## src/rtl/mem_port_arbiter.sv

```systemverilog
// Shares one single-ported memory between instruction fetch (im_*) and load/store (dm_*).
// Data has fixed priority; fetch is forced through after STARVE_LIMIT consecutive losses.
//
// state  | meaning
// IDLE   | no read outstanding, grants allowed
// WAIT   | read outstanding; grants allowed only in the final cycle (r_wait_cnt == 0)
module mem_port_arbiter #(
  parameter int ADDR_WIDTH   = 32,
  parameter int DATA_WIDTH   = 32,
  parameter int MEM_LATENCY  = 1,
  parameter int STARVE_LIMIT = 4
) (
  input  logic                    clk_i,
  input  logic                    rst_n_i,
  input  logic                    im_req_i,
  input  logic [ADDR_WIDTH-1:0]   im_addr_i,
  output logic                    im_gnt_o,
  output logic                    im_rvalid_o,
  output logic [DATA_WIDTH-1:0]   im_rdata_o,
  input  logic                    dm_req_i,
  input  logic                    dm_we_i,
  input  logic [DATA_WIDTH/8-1:0] dm_be_i,
  input  logic [ADDR_WIDTH-1:0]   dm_addr_i,
  input  logic [DATA_WIDTH-1:0]   dm_wdata_i,
  output logic                    dm_gnt_o,
  output logic                    dm_rvalid_o,
  output logic [DATA_WIDTH-1:0]   dm_rdata_o,
  output logic                    mem_req_o,
  output logic                    mem_we_o,
  output logic [DATA_WIDTH/8-1:0] mem_be_o,
  output logic [ADDR_WIDTH-1:0]   mem_addr_o,
  output logic [DATA_WIDTH-1:0]   mem_wdata_o,
  input  logic [DATA_WIDTH-1:0]   mem_rdata_i
);

  localparam int BW = DATA_WIDTH / 8;
  localparam int WW = $clog2(MEM_LATENCY + 1);
  localparam int SW = $clog2(STARVE_LIMIT + 1);
  localparam logic [WW-1:0] WAIT_INIT = WW'(MEM_LATENCY - 1);
  localparam logic [SW-1:0] STARVE_MAX = SW'(STARVE_LIMIT);

  typedef enum logic {ST_IDLE, ST_WAIT} state_t;

  state_t        r_state, w_state_nxt;
  logic [WW-1:0] r_wait_cnt, w_wait_cnt_nxt;
  logic [SW-1:0] r_starve_cnt, w_starve_cnt_nxt;
  logic          r_owner_dm, w_owner_dm_nxt;

  logic w_wait_last, w_can_grant, w_starved;
  logic w_dm_win, w_im_win, w_read_gnt;

  always_ff @(posedge clk_i or negedge rst_n_i) begin
    if (!rst_n_i) begin
      r_state      <= ST_IDLE;
      r_wait_cnt   <= '0;
      r_starve_cnt <= '0;
      r_owner_dm   <= 1'b0;
    end else begin
      r_state      <= w_state_nxt;
      r_wait_cnt   <= w_wait_cnt_nxt;
      r_starve_cnt <= w_starve_cnt_nxt;
      r_owner_dm   <= w_owner_dm_nxt;
    end
  end

  // Grants are gated by rst_n_i so every output is low while reset is held.
  always_comb begin
    w_wait_last = (r_state == ST_WAIT) && (r_wait_cnt == '0);
    w_can_grant = rst_n_i && ((r_state == ST_IDLE) || w_wait_last);
    w_starved   = (r_starve_cnt >= STARVE_MAX);
    w_dm_win    = w_can_grant && dm_req_i && (!w_starved || !im_req_i);
    w_im_win    = w_can_grant && im_req_i && !w_dm_win;
    w_read_gnt  = w_im_win || (w_dm_win && !dm_we_i);
  end

  always_comb begin
    im_gnt_o    = w_im_win;
    dm_gnt_o    = w_dm_win;
    mem_req_o   = 1'b0;
    mem_we_o    = 1'b0;
    mem_be_o    = '0;
    mem_addr_o  = '0;
    mem_wdata_o = '0;
    if (w_dm_win) begin
      mem_req_o   = 1'b1;
      mem_we_o    = dm_we_i;
      mem_be_o    = dm_we_i ? dm_be_i : {BW{1'b1}};
      mem_addr_o  = dm_addr_i;
      mem_wdata_o = dm_wdata_i;
    end else if (w_im_win) begin
      mem_req_o   = 1'b1;
      mem_be_o    = {BW{1'b1}};
      mem_addr_o  = im_addr_i;
    end
  end

  always_comb begin
    im_rvalid_o = w_wait_last && !r_owner_dm;
    dm_rvalid_o = w_wait_last && r_owner_dm;
    im_rdata_o  = im_rvalid_o ? mem_rdata_i : '0;
    dm_rdata_o  = dm_rvalid_o ? mem_rdata_i : '0;
  end

  // A read granted in WAIT's final cycle chains straight into the next WAIT.
  always_comb begin
    w_state_nxt    = r_state;
    w_wait_cnt_nxt = r_wait_cnt;
    w_owner_dm_nxt = r_owner_dm;
    if (w_read_gnt) begin
      w_state_nxt    = ST_WAIT;
      w_wait_cnt_nxt = WAIT_INIT;
      w_owner_dm_nxt = w_dm_win;
    end else if (w_wait_last) begin
      w_state_nxt    = ST_IDLE;
    end else if (r_state == ST_WAIT) begin
      w_wait_cnt_nxt = r_wait_cnt - WW'(1);
    end
  end

  always_comb begin
    w_starve_cnt_nxt = r_starve_cnt;
    if (!im_req_i || w_im_win) begin
      w_starve_cnt_nxt = '0;
    end else if (w_dm_win && !w_starved) begin
      w_starve_cnt_nxt = r_starve_cnt + SW'(1);
    end
  end

endmodule

```

## config.mk

```make
export PLATFORM = sky130hd
export DESIGN_NAME = mem_port_arbiter
export DESIGN_NICKNAME = d
export VERILOG_FILES = /design/src/rtl/mem_port_arbiter.sv
export SDC_FILE = /design/constraint.sdc
export NUM_CORES = 1
export LEC_CHECK = 0
export ABC_CLOCK_PERIOD_IN_PS = 1600
export BUFFER_PORTS_ARGS = -buffer_cell sky130_fd_sc_hd__buf_2
export CORE_AREA = 3 3 106 108
export CTS_CLUSTER_DIAMETER = 50
export DETAILED_ROUTE_END_ITERATION = 10
export DIE_AREA = 0 0 109 111
export HOLD_SLACK_MARGIN = 0.02
export PLACE_DENSITY = 0.52
export SLEW_MARGIN = 20
export SYNTH_ARGS = -nofsm -noshare
export SYNTH_HDL_FRONTEND = slang
export SYNTH_SLANG_ARGS = --single-unit
```

## constraint.sdc

```tcl
create_clock -name clk_i -period 1.6 [get_ports clk_i]
set_clock_uncertainty 0.05 [all_clocks]
set_input_delay 0.32 -clock clk_i [delete_from_list [all_inputs] [get_ports clk_i]]
set_output_delay 0.32 -clock clk_i [all_outputs]
set_load 0.01 [all_outputs]
```

### Yosys cells after proc, flatten, opt, wreduce, memory -nomap -nowiden

Index checks and enable logic that the tools add are counted.

* input port bits: 137
* logic and storage cells: 51
* output and inout port bits: 138
* register bits after elaboration: 6

* muxes and demuxes: 18
* add/subtract/negate cells: 2
* reductions and logical operators: 23
* bitwise operators: 2
* order comparisons: 1
* eq/ne operators: 1

Operators with widths (count)
* $mux 32: 5
* $mux 4: 3
* $logic_and 1x1->1: 10
* $mux 1: 8
* $mux 3: 2
* $reduce_bool 2->1: 3
* $logic_not 1->1: 5
* $logic_or 1x1->1: 4
* $add 3x1->3 const B: 1
* $ge 3x3->1 const B: 1
* $ne 2x1->1 const B: 1
* $not 1->1: 2
* $reduce_and 2->1: 1
* $sub 1x1->1 const B: 1

### Depth between registers and ports, before layout

Gate-level depths: netlist of run 1.

* word-level depth: 11
* depth in mapped cells: 5
* gate-level depth less buffers: 4

### Least setup slack after synthesis of run 1

OpenSTA, ideal clock, no wires.

* kind: reg2out
* start: reg r_starve_cnt[2]
* end: out mem_addr_o[23]
* data required time: 1.230 ns
* arrival time: 1.263 ns
* path slack: -0.033 ns
* stages on the path, launching flop included: 6
* path buffers: 2
* cells stage by stage: dfrtp_1 nand2b_1 and3_1 buf_4 buf_2 a22o_1

* word-level cells in the longest chain between the ends: 8

RTL lines
* start, declared: RTL line 46 `logic [SW-1:0] r_starve_cnt, w_starve_cnt_nxt;`
* start signal, assigned: RTL line 61 `r_starve_cnt <= w_starve_cnt_nxt;`
* $ge 3x3->1: RTL line 70 `w_starved = (r_starve_cnt >= STARVE_MAX);`
* $logic_not 1->1: RTL line 71 `w_dm_win = w_can_grant && dm_req_i && (!w_starved || !im_req_i);`
* $logic_or 1x1->1: RTL line 71
* $logic_and 1x1->1: RTL line 71
* $logic_not 1->1: RTL line 72 `w_im_win = w_can_grant && im_req_i && !w_dm_win;`
* $logic_and 1x1->1: RTL line 72
* net im_gnt_o: RTL line 17 `output logic im_gnt_o,`
* $mux 32: RTL line 90 `end else if (w_im_win) begin`
* $mux 32: RTL line 84 `if (w_dm_win) begin`
* end, declared: RTL line 31 `output logic [ADDR_WIDTH-1:0] mem_addr_o,`

The timed path passes the listed nets, and every way through them passes these cells.

### Worst setup path in the final report of run 1

* start: reg r_wait_cnt
* end: out im_rdata_o[25]

* word-level cells in the longest chain between the ends: 4

RTL lines
* start, declared: RTL line 45 `logic [WW-1:0] r_wait_cnt, w_wait_cnt_nxt;`
* start signal, assigned: RTL line 60 `r_wait_cnt <= w_wait_cnt_nxt;`
* $not 1->1: RTL line 68 `w_wait_last = (r_state == ST_WAIT) && (r_wait_cnt == '0);`
* $logic_and 1x1->1: RTL line 68
* $logic_and 1x1->1: RTL line 98 `im_rvalid_o = w_wait_last && !r_owner_dm;`
* $mux 32: RTL line 100 `im_rdata_o = im_rvalid_o ? mem_rdata_i : '0;`
* end, declared: RTL line 19 `output logic [DATA_WIDTH-1:0] im_rdata_o,`

Every way passes these cells.

==> flow_metrics.py, run 1 <==
metrics = {
    "route": {
        "avgViaCountPerCell": 4.178,
        "postRouteAntennaNets": 0,
        "drt-total-wl_mm": 8.172,
        "first_pass_iters": 5,
        "drt_iter0_drc": 92,
        "wire_per_inst_um": 13.31,
        "drc": 0,
        "num_vias": 2565,
    },
    "synthesis": {
        "synthSimpleGateAreaFrac_pct": 49.91,
        "synth-xor-area-share_pct": 0,
        "syn-num-nets": 330,
        "synth_top_area_share_pct": 29.07,
        "synthAdderAreaFrac_pct": 1.789,
        "synth_seq_cells": 6,
        "synth_area_sq_um": 1399,
        "synth-edff-count": 0,
        "yosysUniqueCellTypes": 26,
        "yosys_warnings": 0,
        "yosysSeqAreaShare_pct": 10.73,
        "syn_inst": 191,
        "synth_top_family_by_area": "simple AND/OR/NAND/NOR gates",
        "async_flop_share_pct": 100.0,
        "synth_top_area_cell": "and2_1",
        "yosys-mux-area-fraction_pct": 0,
        "synth_flop_cell": "dfrtp_1",
        "synth_compound_area_share_pct": 28.09,
        "synthTopCellsByArea": "and2_1, a22o_1, and3_1, dfrtp_1, buf_6",
        "avgSynthCellArea_sq_um": 7.324,
    },
    "placed_design": {
        "dp_hpwl_mm": 6.460,
        "gp_congestion": 0.8074,
        "dp.cells": 600,
        "portBuffers": 274,
    },
    "cells_and_area": {
        "antenna-diode-count": 0,
        "fillerInstances": 1096,
        "num-nets-final": 619,
        "drive_above_1_share_pct": 66.95,
        "syn_to_final_growth_pct": 138.4,
        "instances_no_fill": 614,
    },
    "timing": {
        "max_slew.worst_pin.slew_ns": 0.2324,
        "final.setup.tns_ns": -31.05,
        "max_slew_margin_pct": 84.45,
        "finalHoldViolCount": 0,
        "fmax_mhz": 533.3,
        "setup_viol": 138,
        "slew_viol_final": 0,
        "final.period_utilization_pct": 117.2,
        "hold_slack_ns": 0.06573,
        "fin_crit_ns": 1.875,
        "timing.final.ws_setup_ns": -0.2751,
        "rsz0062_at_grt": "true",
    },
    "setup_path": {
        "cp.arrival_ns": 1.51,
        "path_max_fanout": 16,
        "required_ns": 1.23,
        "start_kind": "register",
        "ff2ff_setup_slack_ns": 0.21,
        "path_class": "reg -> out",
        "end_kind": "output pin",
    },
    "clocking": {
        "h-tree-depth": 1,
        "clk_latency_ns": 0.22,
        "clock-root-buffer": "clkbuf_8",
        "cts_tree": "built",
        "clock_sinks": 6,
        "cts_made_buffers": 3,
        "clk_path_buf_depth": 2,
        "clkSlewWorstSetupHoldPaths_ns": 0.03,
    },
    "worst_hold_path": {
        "hold_path_class": "in -> async",
    },
    "floorplan": {
        "initial_core_util_pct": 13.55,
        "ios": 275,
        "die_x_um": 109,
        "die_h_um": 111,
        "core_area_sq_um": 10320,
        "die_area_sq_um": 12100,
        "rows": 37,
    },
    "grt": {
        "grt_first_pass_wirelength_mm": 11.45,
        "antenna_found_initial": 1,
        "gr-total-overflow": 0,
        "grt_pass1_vias": 2411,
        "grt_max_degree": 35,
        "grt.total_usage_pct": 11.42,
    },
    "power": {
        "total_power_uw": 1245,
        "power_per_cell_area_nw_per_um2": 373.3,
        "p_leak_uw": 0.002155,
        "ir_drop_v": 0.0001929,
    },
    "run": {
        "maxCapViolCount": 0,
    },
    "run_status": {
        "status": "complete, but fails checks",
        "violations": "setup timing",
    },
}
stage by stage:
stage	area, sq um	worst slack (ns)	util, %
floorplan	1413	-0.006288	-
global placement	3030	-0.1099	29.35
detailed placement	3030	-0.1470	29.35
CTS	3154	-0.2834	30.55
global route	3334	-0.3624	32.30
finish	3334	-0.2751	32.30
kinds of logic (layout without fill, tap and decap cells):
group | Yosys count | count (layout)
compound gates | 45 | 45
flops | 6 | 6
buf+inv | 25 | 312
fa+ha+maj | 2 | 2
simple gates | 113 | 113
registers in the layout, indices dropped and copies added (netlist names):
register / count
r_owner_dm: 1
r_starve_cnt: 3
r_wait_cnt: 1
r_state: 1
path summary, 6_finish.rpt:
check / startpoint / cells past startpoint / to
max: r_wait_cnt$_DFFE_PN0P_ / 6 / im_rdata_o[25]
max in group asynchronous: rst_n_i / 3 / r_starve_cnt[0]$_DFFE_PN0P_
min in group clk_i: dm_we_i / 4 / r_owner_dm$_DFFE_PN0P_
max reg2reg: r_starve_cnt[2]$_DFFE_PN0P_ / 5 / r_state$_DFFE_PN0P_
min: rst_n_i / 3 / r_wait_cnt$_DFFE_PN0P_
min reg2reg: r_starve_cnt[1]$_DFFE_PN0P_ / 2 / r_starve_cnt[1]$_DFFE_PN0P_
report_power, final:
part	internal [uW]	switching (uW)	leakage, uW
Clock	161	59.3	0.0000216
Combinational	467	388	0.00206
Sequential	161	8.73	0.0000780
Total	789	456	0.00216
cells in the final DEF (no fill, tap or decap), types with 2 or more instances in the layout:
| master | netlist | routed |
|---|---|---|
| a21boi_0 | 2 | 2 |
| a21boi_4 | 1 | 2 |
| a22o_1 | 33 | 33 |
| and2_1 | 65 | 63 |
| and2_4 | 0 | 2 |
| and3_1 | 33 | 31 |
| and3_4 | 0 | 2 |
| buf_12 | 0 | 5 |
| buf_2 | 4 | 271 |
| buf_4 | 1 | 17 |
| buf_6 | 4 | 6 |
| clkbuf_16 | 0 | 3 |
| clkbuf_8 | 0 | 3 |
| dfrtp_1 | 6 | 5 |
| ha_1 | 2 | 2 |
| inv_1 | 4 | 4 |
| nand2_1 | 2 | 2 |
| nand3_1 | 3 | 2 |
| nor2_1 | 3 | 3 |
| o21a_1 | 5 | 5 |
cell usage after synthesis (all sizes together), types with 2 or more instances:
cell,n
a21boi,4
nand2,2
clkbuf,12
o21a,5
buf,9
dfrtp,6
ha,2
nor2,4
and2,65
nand3,3
and3,33
a22o,33
inv,4
nand2b,2
timing repair:
item | 4_1_cts | 5_1_grt
pin swaps | 2 | 4
hold buffers | 1 | 0
endpoints found under the hold margin | 3 | 0
setup buffers | 2 | 5
gates resized for setup | 9 | 16
endpoints found under the setup margin | 138 | 138
cloned | 1 | 3
critical path: stages (launching register included):
cell and delay [ns]:
dfrtp_1 0.40, buf_6 0.15, nor3b_4 0.20, buf_6 0.13, clkbuf_16 0.15, and2_1 0.12, buf_2 0.12
cell type report:
class / instances / area (sq um) / area share [%]
clock buffers: 3 / 41.29 / 1.238
inverters: 4 / 15.01 / 0.4503
multi-input cells: 160 / 1177 / 35.31
flip-flops and latches: 6 / 151.4 / 4.540
well taps: 136 / 170.2 / 5.103
repair buffers: 305 / 1779 / 53.36
layer usage:
| metal | GRT usage (%) | vias up | share of wire [%] |
|---|---|---|---|
| met3 | 1.631 | 12 | 9.8 |
| met1 | 11.92 | 1140 | 35 |
| met5 | 0 | - | 0.16 |
| met2 | 23.18 | 166 | 54 |
| met4 | 2.357 | 2 | 1.1 |
| li1 | - | 1245 | - |
Note: power is estimated with default switching activity, not from simulation.
==> inputs of run 2 (changes only) <==
--- a/config.mk
+++ b/config.mk
@@ -12,7 +12,7 @@
 export DETAILED_ROUTE_END_ITERATION = 10
 export DIE_AREA = 0 0 109 111
 export HOLD_SLACK_MARGIN = 0.02
-export PLACE_DENSITY = 0.52
+export PLACE_DENSITY = 0.49
 export SLEW_MARGIN = 20
 export SYNTH_ARGS = -nofsm -noshare
 export SYNTH_HDL_FRONTEND = slang
==> run 2 against run 1 <==
Compared with the run above: the flow still finishes with violations (setup timing); cell area increased by 18%; sequential cell count did not move; critical path depth stayed put; first-iteration DRC count fell by 12%; power increased by 14%; highest routed layer is now met4.
==> flow_metrics.py, run 2 (synthesis gave the netlist of run 1 again) <==
metrics = {
    "run_status": {
        "status": "complete, but fails checks",
        "violations": "setup timing",
    },
    "setup_path": {
        "regToRegEndpoint": "r_state$_DFFE_PN0P_",
        "timing.rr.start": "r_state$_DFFE_PN0P_",
        "start_kind": "register",
        "cp.arrival_ns": 1.58,
        "path_max_fanout": 9,
        "r2r_cells": 7,
        "required_ns": 1.23,
        "end_kind": "output pin",
        "path_class": "reg -> out",
        "ff2ff_setup_slack_ns": -0.02,
    },
    "placed_design": {
        "gp_congestion": 0.8284,
        "dp.cells": 601,
        "dp_slack_ns": -0.2034,
        "dp_hpwl_mm": 7.289,
        "portBuffers": 274,
    },
    "route": {
        "avgViaCountPerCell": 4.207,
        "wire_per_inst_um": 15.87,
        "drc": 0,
        "drt_iter0_drc": 81,
        "num_vias": 2659,
        "postRouteAntennaNets": 0,
        "drt-total-wl_mm": 10.03,
        "first_pass_iters": 3,
    },
    "cells_and_area": {
        "layout_common_cells": "buf_2, and2_1, buf_6",
        "instances_no_fill": 632,
        "largest_register_ffs": 3,
        "antenna-diode-count": 0,
        "num-nets-final": 637,
        "top_register": "r_starve_cnt",
        "syn_to_final_growth_pct": 181.4,
        "final_common_cell": "buf_2",
        "drive_above_1_share_pct": 72.98,
    },
    "power": {
        "power_per_cell_area_nw_per_um2": 359.3,
        "ir_drop_v": 0.0002942,
        "p_leak_uw": 0.002303,
    },
    "clocking": {
        "clock-root-buffer": "clkbuf_8",
        "cts_made_buffers": 3,
        "clkSlewWorstSetupHoldPaths_ns": 0.03,
        "cts_tree": "built",
        "clock_sinks": 6,
        "h-tree-depth": 1,
        "clk_latency_ns": 0.22,
        "clk_path_buf_depth": 2,
    },
    "run": {
        "maxCapViolCount": 0,
    },
    "timing": {
        "final.setup.tns_ns": -34.76,
        "setup_viol": 139,
        "fmax_mhz": 513.4,
        "rsz0062_at_grt": "true",
        "fin_crit_ns": 1.948,
        "slew_viol_final": 0,
        "timing.final.ws_setup_ns": -0.3477,
        "max_slew_margin_pct": 85.14,
        "finalHoldViolCount": 0,
        "max_slew.worst_pin.slew_ns": 0.2225,
        "final.period_utilization_pct": 121.7,
    },
    "grt": {
        "grt_first_pass_wirelength_mm": 14.03,
        "antenna_found_initial": 0,
        "gr-total-overflow": 0,
        "grt_max_degree": 34,
        "grt.total_usage_pct": 14.66,
        "grt_pass1_vias": 2738,
    },
    "floorplan": {
        "die_area_sq_um": 12100,
        "initial_core_util_pct": 13.55,
        "rows": 37,
        "die_h_um": 111,
        "die_x_um": 109,
        "core_area_sq_um": 10320,
        "ios": 275,
    },
    "worst_hold_path": {
        "hold_path_class": "in -> async",
    },
}
[run 2: per-stage QoR]
stage               hold slack (ns)  total power [uW]  instance area, sq um  util [%]
finish                      0.05689              1414                  3936     38.13
global placement             0.1764             948.6                  3038     29.43
floorplan                  -0.02559             518.5                  1413         -
global route                0.06430              1517                  3936     38.13
CTS                         0.04843              1371                  3687     35.72
detailed placement           0.1836             949.3                  3038     29.43
[run 2: worst max-delay path by stage]
stage | startpoint | to | slack, ns | depth (start not counted)
6_report | r_starve_cnt[2]$_DFFE_PN0P_ | mem_addr_o[5] | -0.35 | 6
5_1_grt | r_state$_DFFE_PN0P_ | mem_addr_o[19] | -0.41 | 6
4_1_cts | r_starve_cnt[2]$_DFFE_PN0P_ | mem_addr_o[5] | -0.34 | 6
3_5_place_dp | rst_n_i | mem_addr_o[23] | -0.20 | 6
3_3_place_gp | rst_n_i | mem_addr_o[23] | -0.20 | 6
2_1_floorplan | r_starve_cnt[2]$_DFFE_PN0P_ | mem_addr_o[10] | -0.006 | 5
[run 2: critical path, stage by stage (launching register included)]
cell and delay, ns:
dfrtp_1 0.41, nand2b_4 0.16, and3_4 0.20, buf_12 0.14, buf_16 0.13, a22o_1 0.17
buf_2 0.13
[run 2: power breakdown]
part,internal [uW],switching (uW),leakage [uW],total (uW)
sequential,161,9.28,0.0000797,170
clock,161,59.4,0.0000216,220
combinational,587,437,0.00220,1020
total,908,506,0.00230,1410
[run 2: final cells by class]
cell class / count / area [sq um]
repair buffers: 323 / 2265
multi-input cells: 160 / 1295
clock buffers: 3 / 41.29
inverters: 4 / 15.01
flip-flops and latches: 6 / 150.1
well taps: 136 / 170.2
fillers: 1038 / 6387
[run 2: layer usage]
metal | up-vias | share of wire [%] | global-route usage, %
met5 | - | 0 | 0
li1 | 1282 | - | -
met2 | 147 | 55 | 30.06
met1 | 1226 | 35 | 15.39
met4 | 0 | 0.48 | 2.020
met3 | 4 | 9.2 | 2.213
[run 2: timing repair]
action,4_1_cts,5_1_grt
endpoints found under the setup margin,138,140
gates cloned,9,2
hold buffers,1,0
pin swaps,12,27
resized for setup,63,41
buffers inserted,15,6
endpoints found under the hold margin,3,0
==> inputs of run 3 (changes only) <==
--- a/config.mk
+++ b/config.mk
@@ -7,10 +7,10 @@
 export LEC_CHECK = 0
 export ABC_CLOCK_PERIOD_IN_PS = 1600
 export BUFFER_PORTS_ARGS = -buffer_cell sky130_fd_sc_hd__buf_2
-export CORE_AREA = 3 3 106 108
+export CORE_AREA = 2 2 105 107
 export CTS_CLUSTER_DIAMETER = 50
 export DETAILED_ROUTE_END_ITERATION = 10
-export DIE_AREA = 0 0 109 111
+export DIE_AREA = 0 0 107 109
 export HOLD_SLACK_MARGIN = 0.02
 export PLACE_DENSITY = 0.49
 export SLEW_MARGIN = 20
==> run 3 against run 2 <==
Compared with the run above: the flow still finishes with violations (setup timing); utilization is 0.071 points lower; sequential power about the same; largest power group unchanged; sequential share of layout area is 0.062 points lower; sequential cell count did not move; via count is 2.7% higher; die area decreased by 3.6%; highest routed layer unchanged; critical path type unchanged.
==> flow_metrics.py, run 3 (synthesis gave the netlist of run 1 again) <==
metrics = {
    "clocking": {
        "cts_made_buffers": 3,
        "clk_path_buf_depth": 2,
        "clkSlewWorstSetupHoldPaths_ns": 0.03,
        "clock_sinks": 6,
        "clock-root-buffer": "clkbuf_8",
        "cts_tree": "built",
        "h-tree-depth": 1,
        "clk_latency_ns": 0.22,
    },
    "timing": {
        "final.setup.tns_ns": -42.98,
        "setup_viol": 138,
        "rsz0062_at_grt": "true",
        "max_slew_margin_pct": 84.90,
        "final.period_utilization_pct": 123.7,
        "fmax_mhz": 505.1,
        "timing.final.ws_setup_ns": -0.3797,
        "fin_crit_ns": 1.980,
        "hold_slack_ns": 0.04936,
        "max_slew.worst_pin.slew_ns": 0.2257,
        "slew_viol_final": 0,
        "finalHoldViolCount": 0,
    },
    "setup_path": {
        "endpoint": "im_rdata_o[30]",
        "path_max_fanout": 8,
        "r2r_cells": 7,
        "start_kind": "register",
        "end_kind": "output pin",
        "ff2ff_setup_slack_ns": 0.03,
        "timing.rr.start": "r_wait_cnt$_DFFE_PN0P_",
        "required_ns": 1.23,
        "regToRegEndpoint": "r_state$_DFFE_PN0P_",
        "critPathLaunch": "r_state$_DFFE_PN0P_",
        "path_class": "reg -> out",
        "cp.arrival_ns": 1.61,
    },
    "power": {
        "internal_power_uw": 962.4,
        "p_seq_share_pct": 11.4,
        "comb_power_share_pct": 73.4,
        "p_switching_uw": 528.1,
        "power_per_cell_area_nw_per_um2": 369.4,
        "total_power_uw": 1491,
        "switching_share_pct": 35.43,
        "clkPwrFrac_pct": 15.2,
        "p_leak_uw": 0.002416,
        "ir_drop_v": 0.0003079,
    },
    "grt": {
        "grt.total_usage_pct": 13.14,
        "grt_max_degree": 34,
        "grt_first_pass_wirelength_mm": 12.12,
        "antenna_found_initial": 0,
        "gr-total-overflow": 0,
        "grt_pass1_vias": 2540,
    },
    "cells_and_area": {
        "fillerInstances": 1058,
        "num-nets-final": 649,
        "antenna-diode-count": 0,
        "syn_to_final_growth_pct": 188.5,
        "layout_common_cells": "buf_2, buf_6, and2_1",
        "postLayoutCellArea_sq_um": 4035,
        "final_common_cell": "buf_2",
        "largest_register_ffs": 3,
        "drive_above_1_share_pct": 74.80,
        "top_register": "r_starve_cnt",
        "final_core_util_pct": 38.06,
    },
    "run": {
        "maxCapViolCount": 0,
    },
    "placed_design": {
        "portBuffers": 274,
        "gp_congestion": 0.7359,
        "dp_hpwl_mm": 6.275,
        "place_area_sq_um": 3055,
    },
    "floorplan": {
        "initial_core_util_pct": 13.19,
        "die_area_sq_um": 11660,
        "die_x_um": 107,
        "ios": 275,
        "die_h_um": 109,
        "core_area_sq_um": 10600,
        "rows": 38,
    },
    "route": {
        "wire_per_inst_um": 14.88,
        "drc": 0,
        "drt_iter0_drc": 95,
        "postRouteAntennaNets": 0,
        "drt-total-wl_mm": 9.639,
        "avgViaCountPerCell": 4.213,
        "num_vias": 2730,
        "first_pass_iters": 4,
    },
    "run_status": {
        "status": "complete, but fails checks",
        "violations": "setup timing",
    },
    "worst_hold_path": {
        "hold_path_class": "in -> async",
    },
}
-- run 3: area by class of cell --
| class | count | area [sq um] | area share, % |
|---|---|---|---|
| clock buffer | 3 | 41.29 | 1.023 |
| inverter | 4 | 15.01 | 0.3721 |
| tap | 140 | 175.2 | 4.341 |
| sequential | 6 | 151.4 | 3.752 |
| multi-input combinational | 160 | 1269 | 31.44 |
| timing repair buffer | 335 | 2384 | 59.07 |
-- run 3: stage by stage --
stage                     instances  worst slack (ns)
after detailed placement        605           -0.2423
final                           648           -0.3797
after CTS                       632           -0.3991
after floorplan                 191         -0.006288
after global routing            648           -0.4377
after global placement          605           -0.1805
-- run 3: how the worst min path moves through the flow --
| stage | endpoint | depth (start not counted) | startpoint | slack [ns] |
|---|---|---|---|---|
| after floorplan | r_owner_dm$_DFFE_PN0P_ | 0 | rst_n_i | -0.03 |
| after global placement | r_starve_cnt[2]$_DFFE_PN0P_ | 2 | rst_n_i | 0.18 |
| after detailed placement | r_starve_cnt[2]$_DFFE_PN0P_ | 2 | rst_n_i | 0.19 |
| after CTS | r_wait_cnt$_DFFE_PN0P_ | 3 | rst_n_i | 0.04 |
| after global routing | r_wait_cnt$_DFFE_PN0P_ | 3 | rst_n_i | 0.07 |
| final | r_wait_cnt$_DFFE_PN0P_ | 3 | rst_n_i | 0.05 |
-- run 3: layer usage --
layer | wire, um | vias up | global-route usage [%]
met5 | 0 | - | 0
met4 | 160 | 0 | 2.968
met3 | 794 | 10 | 1.913
met2 | 5289 | 173 | 28.16
met1 | 3395 | 1238 | 13.02
li1 | - | 1309 | -
-- run 3: power groups by stage --
stage	logic, uW	clock network (uW)	registers, uW
global placement	771	0	168
global route	1170	240	171
finish	1090	226	170
CTS	963	234	170
detailed placement	776	0	169
floorplan	350	0	169
-- run 3: what timing repair did --
item                       in CTS  in global routing
cloned                          7                  7
pin swaps                      20                 23
buffers inserted               18                 14
hold endpoints to repair        3                  0
resized for setup              57                 56
setup endpoints to repair     138                141
hold buffers                    1                  0
-- run 3: worst max-delay path: stages, from the launching register on --
cell and delay [ns]:
dfrtp_1 0.42, buf_6 0.14, buf_6 0.11, nor3b_4 0.14, buf_4 0.15, clkbuf_16 0.15, and2_1 0.15, buf_2 0.13
